--- src/rtl/id_ex_stage_pkg.sv ---
// id_ex_stage_pkg: control-vector layout and NOP encoding shared by the ID/EX stage.
package id_ex_stage_pkg;
    localparam int CTRL_WIDTH     = 12;
    localparam int CTRL_JMP       = 11;
    localparam int CTRL_BRANCH_NE = 10;
    localparam int CTRL_BRANCH_EQ = 9;
    localparam int CTRL_ALU_OP_HI = 8;
    localparam int CTRL_ALU_OP_LO = 6;
    localparam int CTRL_ALU_SRC   = 5;
    localparam int CTRL_REG_DST   = 4;
    localparam int CTRL_REG_WRITE = 3;
    localparam int CTRL_MEM_READ  = 2;
    localparam int CTRL_MEM_WRITE = 1;
    localparam int CTRL_MEM_TO_REG = 0;
    localparam logic [CTRL_WIDTH-1:0] CTRL_NOP = 12'h000;
endpackage

--- src/rtl/id_ex_stage_hazard_detect_unit.sv ---
// hazard_detect_unit: combinational load-use detection and PC / IF/ID stall request.
module hazard_detect_unit #(
    parameter int REG_ADDR_WIDTH = 5
) (
    input  logic                      reset,
    input  logic                      id_valid,
    input  logic                      id_alu_src,
    input  logic                      id_mem_write,
    input  logic                      id_branch_ne,
    input  logic                      id_branch_eq,
    input  logic [REG_ADDR_WIDTH-1:0] id_rs,
    input  logic [REG_ADDR_WIDTH-1:0] id_rt,
    input  logic                      ex_valid,
    input  logic                      ex_mem_read,
    input  logic [REG_ADDR_WIDTH-1:0] ex_rt,
    input  logic                      hold,
    output logic                      load_use,
    output logic                      stall
);
    logic use_rt;
    assign use_rt   = ~id_alu_src | id_mem_write | id_branch_ne | id_branch_eq;
    assign load_use = ex_valid & ex_mem_read & (ex_rt != '0) & id_valid &
                      ((ex_rt == id_rs) | (use_rt & (ex_rt == id_rt)));
    // Held low during reset so upstream stages are never frozen by a stale hold.
    assign stall    = reset & (load_use | hold);
endmodule

--- src/rtl/id_ex_stage.sv ---
// id_ex_stage: ID/EX pipeline register with load-use bubbles, hold and flush handling.
// Optional hazard statistics counters are built when ID_EX_HAZARD_STATS_EN is defined.
module id_ex_stage #(
    parameter int DATA_WIDTH     = 32,
    parameter int CTRL_WIDTH     = 12,
    parameter int REG_ADDR_WIDTH = 5
) (
    input  logic                      clk,
    input  logic                      reset,
    input  logic                      id_valid_i,
    input  logic [CTRL_WIDTH-1:0]     id_ctrl_i,
    input  logic [DATA_WIDTH-1:0]     id_pc_plus_4_i,
    input  logic [DATA_WIDTH-1:0]     id_read_data_1_i,
    input  logic [DATA_WIDTH-1:0]     id_read_data_2_i,
    input  logic [DATA_WIDTH-1:0]     id_imm_ext_i,
    input  logic [REG_ADDR_WIDTH-1:0] id_rs_i,
    input  logic [REG_ADDR_WIDTH-1:0] id_rt_i,
    input  logic [REG_ADDR_WIDTH-1:0] id_rd_i,
    input  logic [REG_ADDR_WIDTH-1:0] id_shamt_i,
    input  logic [5:0]                id_funct_i,
    input  logic                      flush_i,
    input  logic                      hold_i,
    output logic                      stall_o,
    output logic                      ex_valid_o,
    output logic [CTRL_WIDTH-1:0]     ex_ctrl_o,
    output logic [DATA_WIDTH-1:0]     ex_pc_plus_4_o,
    output logic [DATA_WIDTH-1:0]     ex_read_data_1_o,
    output logic [DATA_WIDTH-1:0]     ex_read_data_2_o,
    output logic [DATA_WIDTH-1:0]     ex_imm_ext_o,
    output logic [REG_ADDR_WIDTH-1:0] ex_rs_o,
    output logic [REG_ADDR_WIDTH-1:0] ex_rt_o,
    output logic [REG_ADDR_WIDTH-1:0] ex_rd_o,
    output logic [REG_ADDR_WIDTH-1:0] ex_shamt_o,
    output logic [5:0]                ex_funct_o,
    output logic [31:0]               bubble_count_o,
    output logic [31:0]               flush_count_o
);
    import id_ex_stage_pkg::*;

    logic load_use, flush_pending, flush_now, take;

    hazard_detect_unit #(.REG_ADDR_WIDTH(REG_ADDR_WIDTH)) u_hazard (
        .reset        (reset),
        .id_valid     (id_valid_i),
        .id_alu_src   (id_ctrl_i[CTRL_ALU_SRC]),
        .id_mem_write (id_ctrl_i[CTRL_MEM_WRITE]),
        .id_branch_ne (id_ctrl_i[CTRL_BRANCH_NE]),
        .id_branch_eq (id_ctrl_i[CTRL_BRANCH_EQ]),
        .id_rs        (id_rs_i),
        .id_rt        (id_rt_i),
        .ex_valid     (ex_valid_o),
        .ex_mem_read  (ex_ctrl_o[CTRL_MEM_READ]),
        .ex_rt        (ex_rt_o),
        .hold         (hold_i),
        .load_use     (load_use),
        .stall        (stall_o)
    );

    assign flush_now = flush_i | flush_pending;
    assign take      = ~(flush_now | load_use);

    // A flush seen during hold is remembered and applied on the first free edge.
    always_ff @(posedge clk or negedge reset) begin
        if (!reset) begin
            flush_pending    <= 1'b0;
            ex_valid_o       <= 1'b0;
            ex_ctrl_o        <= CTRL_NOP;
            ex_pc_plus_4_o   <= '0;
            ex_read_data_1_o <= '0;
            ex_read_data_2_o <= '0;
            ex_imm_ext_o     <= '0;
            ex_rs_o          <= '0;
            ex_rt_o          <= '0;
            ex_rd_o          <= '0;
            ex_shamt_o       <= '0;
            ex_funct_o       <= '0;
        end else if (hold_i) begin
            flush_pending    <= flush_pending | flush_i;
        end else begin
            flush_pending    <= 1'b0;
            ex_valid_o       <= take & id_valid_i;
            ex_ctrl_o        <= (take && id_valid_i) ? id_ctrl_i : CTRL_NOP;
            ex_pc_plus_4_o   <= take ? id_pc_plus_4_i   : '0;
            ex_read_data_1_o <= take ? id_read_data_1_i : '0;
            ex_read_data_2_o <= take ? id_read_data_2_i : '0;
            ex_imm_ext_o     <= take ? id_imm_ext_i     : '0;
            ex_rs_o          <= take ? id_rs_i          : '0;
            ex_rt_o          <= take ? id_rt_i          : '0;
            ex_rd_o          <= take ? id_rd_i          : '0;
            ex_shamt_o       <= take ? id_shamt_i       : '0;
            ex_funct_o       <= take ? id_funct_i       : '0;
        end
    end

`ifdef ID_EX_HAZARD_STATS_EN
    logic [31:0] bubble_count, flush_count;
    always_ff @(posedge clk or negedge reset) begin
        if (!reset) begin
            bubble_count <= '0;
            flush_count  <= '0;
        end else if (!hold_i) begin
            if (!flush_now && load_use && bubble_count != '1)
                bubble_count <= bubble_count + 32'd1;
            if (flush_now && flush_count != '1)
                flush_count <= flush_count + 32'd1;
        end
    end
    assign bubble_count_o = bubble_count;
    assign flush_count_o  = flush_count;
`else
    assign bubble_count_o = '0;
    assign flush_count_o  = '0;
`endif
endmodule

--- config.mk ---
export PLATFORM = sky130hd
export DESIGN_NAME = id_ex_stage
export DESIGN_NICKNAME = d
export VERILOG_FILES = /design/src/rtl/id_ex_stage_pkg.sv /design/src/rtl/id_ex_stage_hazard_detect_unit.sv /design/src/rtl/id_ex_stage.sv
export SDC_FILE = /design/constraint.sdc
export NUM_CORES = 1
export LEC_CHECK = 0
export ABC_AREA = 1
export ABC_CLOCK_PERIOD_IN_PS = 1350
export BUFFER_PORTS_ARGS = -buffer_cell sky130_fd_sc_hd__clkbuf_2
export CORE_ASPECT_RATIO = 2
export CORE_MARGIN = 10
export CORE_UTILIZATION = 41
export CTS_CLUSTER_DIAMETER = 40
export DETAILED_ROUTE_END_ITERATION = 16
export PLACE_DENSITY = 0.76
export SLEW_MARGIN = 15
export SYNTH_ARGS = -nofsm -noshare
export SYNTH_HDL_FRONTEND = slang
export SYNTH_SLANG_ARGS = --single-unit
--- constraint.sdc ---
create_clock -name clk -period 1.35 [get_ports clk]
set_clock_uncertainty 0.05 [all_clocks]
set_input_delay 0.0675 -clock clk [delete_from_list [all_inputs] [get_ports clk]]
set_output_delay 0.0675 -clock clk [all_outputs]
set_load 0.01 [all_outputs]
# Word level (Yosys, flattened, before mapping)
# Index checks and enable logic that the tools add are counted.
totals:
  ff_bits: 168
  inputBits: 171
  output_inout_bits: 232
  wordCells: 43
classes:
  eq_ne: 2
  muxes: 11
  n_bitwise: 16
  reduce_logical: 2
ops:
  columns: ["cell", "n"]
  rows:
  - ["$mux W32", 4]
  - ["$mux W5", 4]
  - ["$mux W12", 1]
  - ["$eq A5 B5 Y1", 2]
  - ["$and A1 B1 Y1", 7]
  - ["$or A1 B1 Y1", 7]
  - ["$mux W6", 1]
  - ["$reduce_bool A5 Y1", 1]
  - ["$not A1 Y1", 2]
  - ["$logic_and A1 B1 Y1", 1]
  - ["$mux W1", 1]

# Depth between registers and ports, before layout
logic_depth:
  word_depth: 11
  depth_mapped: 11
  depth_no_buf: 9

# Modules after synthesis
# A second synthesis with hierarchy kept.
unflattened:
  hier_cells: 860
  area_unflattened_um2: 7709.9
modules_own_cells:
  columns: ["mod", "n_inst", "cells_each", "area_each_um2", "seq_area_each_um2"]
  rows:
  - ["id_ex_stage", 1, 796, 7447.1, 4204.0]
  - ["hazard_detect_unit", 1, 64, 262.8, 0.0]

# Worst setup path after synthesis
# No wires, ideal clock.
synth_timing:
  path_type: "reg-to-reg"
  startpoint: "register ex_rt_o[1]"
  endpoint: "register ex_shamt_o[1]"
  setup_ns: 0.119
  arrival_time_ns: 1.273
  required_ns: 1.181
  setup_slack_ns: -0.091
  path_stages_with_launch: 12
  n_path_buf: 2
  period_less_slack_ns: 1.441
  cell_sequence: "dfrtp_1 -> inv_2 -> nand2_1 -> nand2_1 -> nor2_1 -> nand3_1 -> nand2_1 -> nand2_2 -> buf_6 -> buf_6 -> nand4_1 -> nand2_1"
synth_between:
  elab_chain_len: 6
  word_cells_on_any_way: 10
  cone_classes: "2 x eq/ne; 1 x mux; 6 x bitwise; 1 x reduce/logical"
synth_rtl:
  columns: ["item", "line", "text"]
  rows:
  - ["start, declared", "id_ex_stage.sv:31", "output logic [REG_ADDR_WIDTH-1:0] ex_rt_o,"]
  - ["start signal, assigned", "id_ex_stage.sv:88", "ex_rt_o <= take ? id_rt_i : '0;"]
  - ["$eq A5 B5 Y1 or $reduce_bool A5 Y1 (tied branches)", "id_ex_stage_hazard_detect_unit.sv:23, id_ex_stage_hazard_detect_unit.sv:22", null]
  - ["$and A1 B1 Y1, on equally long branches", "id_ex_stage_hazard_detect_unit.sv:23, id_ex_stage_hazard_detect_unit.sv:22", null]
  - ["$or A1 B1 Y1 or $and A1 B1 Y1 (tied branches)", "id_ex_stage_hazard_detect_unit.sv:23, id_ex_stage_hazard_detect_unit.sv:22", null]
  - ["$and A1 B1 Y1 (*)", "id_ex_stage_hazard_detect_unit.sv:22", "assign load_use = ex_valid & ex_mem_read & (ex_rt != '0) & id_valid &"]
  - ["$or A1 B1 Y1 (*)", "id_ex_stage.sv:60", "assign take = ~(flush_now | load_use);"]
  - ["$mux W5 (*)", "id_ex_stage.sv:90", "ex_shamt_o <= take ? id_shamt_i : '0;"]
  - ["end signal, assigned", "id_ex_stage.sv:90", null]
  - ["end, declared", "id_ex_stage.sv:33", "output logic [REG_ADDR_WIDTH-1:0] ex_shamt_o,"]
# Mark *: on every way between the ends. The rest lies on a longest branch, timed or not.
# A chain may end at the register's enable or synchronous reset.

# Final worst setup path
layout_timing:
  startpoint: "register ex_rt_o[1]"
  endpoint: "output port stall_o"
layout_between:
  elab_chain_len: 6
  word_cells_on_any_way: 10
  cone_classes: "2 x eq/ne; 7 x bitwise; 1 x reduce/logical"
layout_rtl:
  columns: ["item", "line", "text"]
  rows:
  - ["$eq A5 B5 Y1 or $reduce_bool A5 Y1 (tied branches)", "id_ex_stage_hazard_detect_unit.sv:23, id_ex_stage_hazard_detect_unit.sv:22", null]
  - ["$and A1 B1 Y1, on equally long branches", "id_ex_stage_hazard_detect_unit.sv:23, id_ex_stage_hazard_detect_unit.sv:22", null]
  - ["$or A1 B1 Y1 or $and A1 B1 Y1 (tied branches)", "id_ex_stage_hazard_detect_unit.sv:23, id_ex_stage_hazard_detect_unit.sv:22", null]
  - ["$and A1 B1 Y1 (*)", "id_ex_stage_hazard_detect_unit.sv:22", null]
  - ["$or A1 B1 Y1 (*)", "id_ex_stage_hazard_detect_unit.sv:25", "assign stall = reset & (load_use | hold);"]
  - ["$and A1 B1 Y1 (*)", "id_ex_stage_hazard_detect_unit.sv:25", null]
  - ["end, declared", "id_ex_stage.sv:23", "output logic stall_o,"]
# Marks and branches as above.

==> results.py <==
metrics = {
    "drt": {
        "drtAntennaViolNets": 0,
        "drt_iter0_drc": 815,
        "drcViolationCount": 0,
        "firstDrtPassIters": 8,
        "post_drt_wl_per_cell_um": 19.5,
        "routed_via_density": 5.25,
        "vias": 8429,
        "drt-total-wl_mm": 31.2,
    },
    "timing": {
        "maxSlewViolCount": 0,
        "rsz0062_at_grt": "true",
        "finalSetupTns_ns": -64.70,
        "finalHoldViolations": 0,
        "setup_viol": 168,
        "fin_crit_sh_pct": 140,
        "min_period_ns": 1.90,
        "max_freq_ghz": 0.528,
        "holdWs_ns": 0.0596,
        "worst_slack_ns": -0.545,
    },
    "min_path": {
        "hold_depth": 5,
        "hp-start": "flush_i",
        "hp-class": "in2reg",
        "min_to": "ex_pc_plus_4_o[27]$_DFFE_PN0N_",
    },
    "run": {
        "maxCapViolCount": 0,
    },
    "global_route": {
        "grt_pass1_wl_mm": 47.5,
        "grt_max_degree": 90,
        "grt_usage_pct": 24.3,
        "first_global_vias": 8803,
        "grt.overflow.total": 0,
        "antenna_found_initial": 1,
    },
    "yosys": {
        "syn_area_per_cell_um2": 8.75,
        "seq_area_frac_synth_pct": 55.0,
        "synth_area_mm2": 0.00765,
        "ys_warn_count": 0,
        "synth_seq_cells": 168,
        "ys_types": 17,
        "syn_inst": 874,
    },
    "cts": {
        "path_clk_slew_ns": 0.07,
        "cts_tree": "built",
        "cts_buffers": 17,
        "ctsLongestPathBuffers": 2,
        "clk_latency_ns": 0.42,
        "cts_root_buffer": "clkbuf_16",
        "htree_levels": 4,
        "cts_sinks": 168,
    },
    "die": {
        "coreArea_mm2": 0.0183,
        "io_pins": 403,
        "die_y_um": 213,
        "core.rowCount": 70,
        "die_w_um": 117,
        "dieArea_mm2": 0.0249,
        "initial_utilization_pct": 41.8,
    },
    "worst_setup_path": {
        "crit_chain": "nand2_1 -> nand2_1 -> nor2_2 -> nand3_2 -> nand2_2 -> nand2_4 -> buf_12 -> a21boi_2 -> buf_2",
        "critPathKind": "reg2out",
        "worstPathMaxFanout": 6,
        "worstReg2RegEnd": "ex_ctrl_o[3]$_DFFE_PN0N_",
        "worst_r2r_startpoint": "ex_rt_o[1]$_DFFE_PN0N_",
        "cp.arrival_ns": 1.78,
        "cp-startpoint": "ex_rt_o[1]$_DFFE_PN0N_",
        "cpMaxStageDelayCell": "dfrtp_2",
        "required_ns": 1.23,
        "cp_common_cell": "nand2_1",
        "crit_family": "simple AND/OR/NAND/NOR gates",
        "reg2reg_depth": 10,
        "max_stage_delay_ns": 0.45,
        "crit_buf_inv": 2,
        "end_kind": "output pin",
        "r2r_slack_ns": -0.51,
        "start_kind": "flop",
    },
    "power": {
        "powerDensity_mw_per_mm2": 1080,
        "p_leak_nw": 6.80,
        "vdd_ir_drop_max_mv": 0.866,
    },
    "final_layout": {
        "area_delta_synth_final_pct": 55.9,
        "multi_input_area_mm2": 0.00277,
        "nFillCells": 1353,
        "nNetsFinal": 1543,
        "regArea_mm2": 0.00421,
        "drive_gt1_share_pct": 31.6,
    },
    "placement": {
        "dp_slack_ns": -0.328,
        "io_buffers": 338,
        "hpwlAfterDp_mm": 20.2,
        "place_congestion": 0.862,
    },
    "outcome": {
        "failed_checks": "negative setup slack",
        "status": "finished with violations",
    },
}
[area by class of cell]
cell class | count | area share, %
Clock inverter | 11 | 0.944
Timing Repair Buffer | 554 | 33.7
Inverter | 19 | 0.619
Antenna cell | 3 | 0.0630
Sequential cell | 168 | 35.3
Multi-Input combinational cell | 612 | 23.3
Tap cell | 216 | 2.27
Clock buffer | 21 | 3.86
[how the worst max path moves through the flow]
| stage | to | depth (start not counted) | slack [ns] |
|---|---|---|---|
| floorplan | ex_rt_o[0]$_DFFE_PN0N_ | 10 | -0.06 |
| global placement | stall_o | 9 | -0.28 |
| detailed placement | ex_pc_plus_4_o[3]$_DFFE_PN0N_ | 9 | -0.33 |
| CTS | stall_o | 10 | -0.59 |
| global route | stall_o | 9 | -0.65 |
| finish | stall_o | 9 | -0.55 |
[what timing repair did]
action	4_1_cts	5_1_grt
hold endpoints to repair	334	1
setup endpoints to repair	168	168
resized for setup	3	6
pin swaps	7	5
setup buffers	2	0
gates cloned	0	1
hold buffers	166	1
[cells in the mapped netlist]
cell type  instances  area [um^2]
nand3_1            3         15.0
conb_1             1         3.75
nand2_2            1         6.26
nor3b_1            1         7.51
nand2_1          364         1370
nand4_1          168         1050
buf_2              6         30.0
xnor2_1            1         8.76
inv_1             13         48.8
nor2_1             9         33.8
inv_2              6         22.5
a21boi_0           1         7.51
dfrtp_1          168         4200
buf_1             10         37.5
buf_6             14          158
buf_4             65          488
clkbuf_1          43          161
[registers in the layout, indices dropped and copies added (netlist names)]
signal            count
ex_funct_o            6
ex_imm_ext_o         32
flush_pending         1
ex_rt_o               5
ex_rs_o               5
ex_read_data_2_o     32
ex_pc_plus_4_o       32
ex_ctrl_o            12
ex_shamt_o            5
ex_valid_o            1
ex_read_data_1_o     32
ex_rd_o               5
[worst min-delay path: cells and delay by family]
kind / cells / cell delay [ns]
buffers and inverters: 2 / 0.25
and+or+nand+nor: 3 / 0.18
[routing by layer]
| metal | track usage (%) | share of wire, % | up-vias |
|---|---|---|---|
| li1 | - | - | 3788 |
| met1 | 26.3 | 34 | 3972 |
| met2 | 40.6 | 51 | 539 |
| met3 | 6.10 | 8.3 | 130 |
| met4 | 16.5 | 6.6 | 0 |
| met5 | 0 | 0 | - |
[power by group]
group | total [mW] | switching [mW] | internal (mW) | leakage, nW
Combinational | 2.37 | 1.32 | 1.06 | 4.30
Sequential | 5.62 | 0.234 | 5.38 | 2.23
Clock | 4.83 | 2.16 | 2.67 | 0.267
Total | 12.8 | 3.71 | 9.11 | 6.80
[kinds of logic after synthesis]
| logic type | count (synthesis) | synth area share (%) |
|---|---|---|
| AOI/OAI and AO/OA | 1 | 0.0982 |
| xor gates and xnor gates | 1 | 0.115 |
| buffers and inverters | 157 | 12.4 |
| DFF | 168 | 55.0 |
| other | 1 | 0.0490 |
| and+or+nand+nor | 546 | 32.4 |
[layout by cell type (no fill, tap or decap), types with 5 or more instances in the layout]
cell / Yosys / layout
buf_12: 0 / 20
buf_4: 65 / 27
clkbuf_16: 0 / 18
clkbuf_2: 0 / 335
conb_1: 1 / 64
dfrtp_1: 168 / 163
dfrtp_2: 0 / 5
dlygate4sd3_1: 0 / 167
inv_1: 13 / 13
inv_2: 6 / 5
nand2_1: 364 / 363
nand4_1: 168 / 168
nor2_1: 9 / 5
[through the flow]
step | power (mW) | utilization (%) | area, um^2 | instances
after floorplan | 6.63 | - | 7900 | 937
after global placement | 7.56 | 52.5 | 9600 | 1399
after detailed placement | 7.60 | 52.5 | 9600 | 1399
after CTS | 12.8 | 64.8 | 11900 | 1599
after global routing | 13.3 | 65.1 | 11900 | 1602
final | 12.8 | 65.1 | 11900 | 1604
Power figures use the tool's default switching activity.
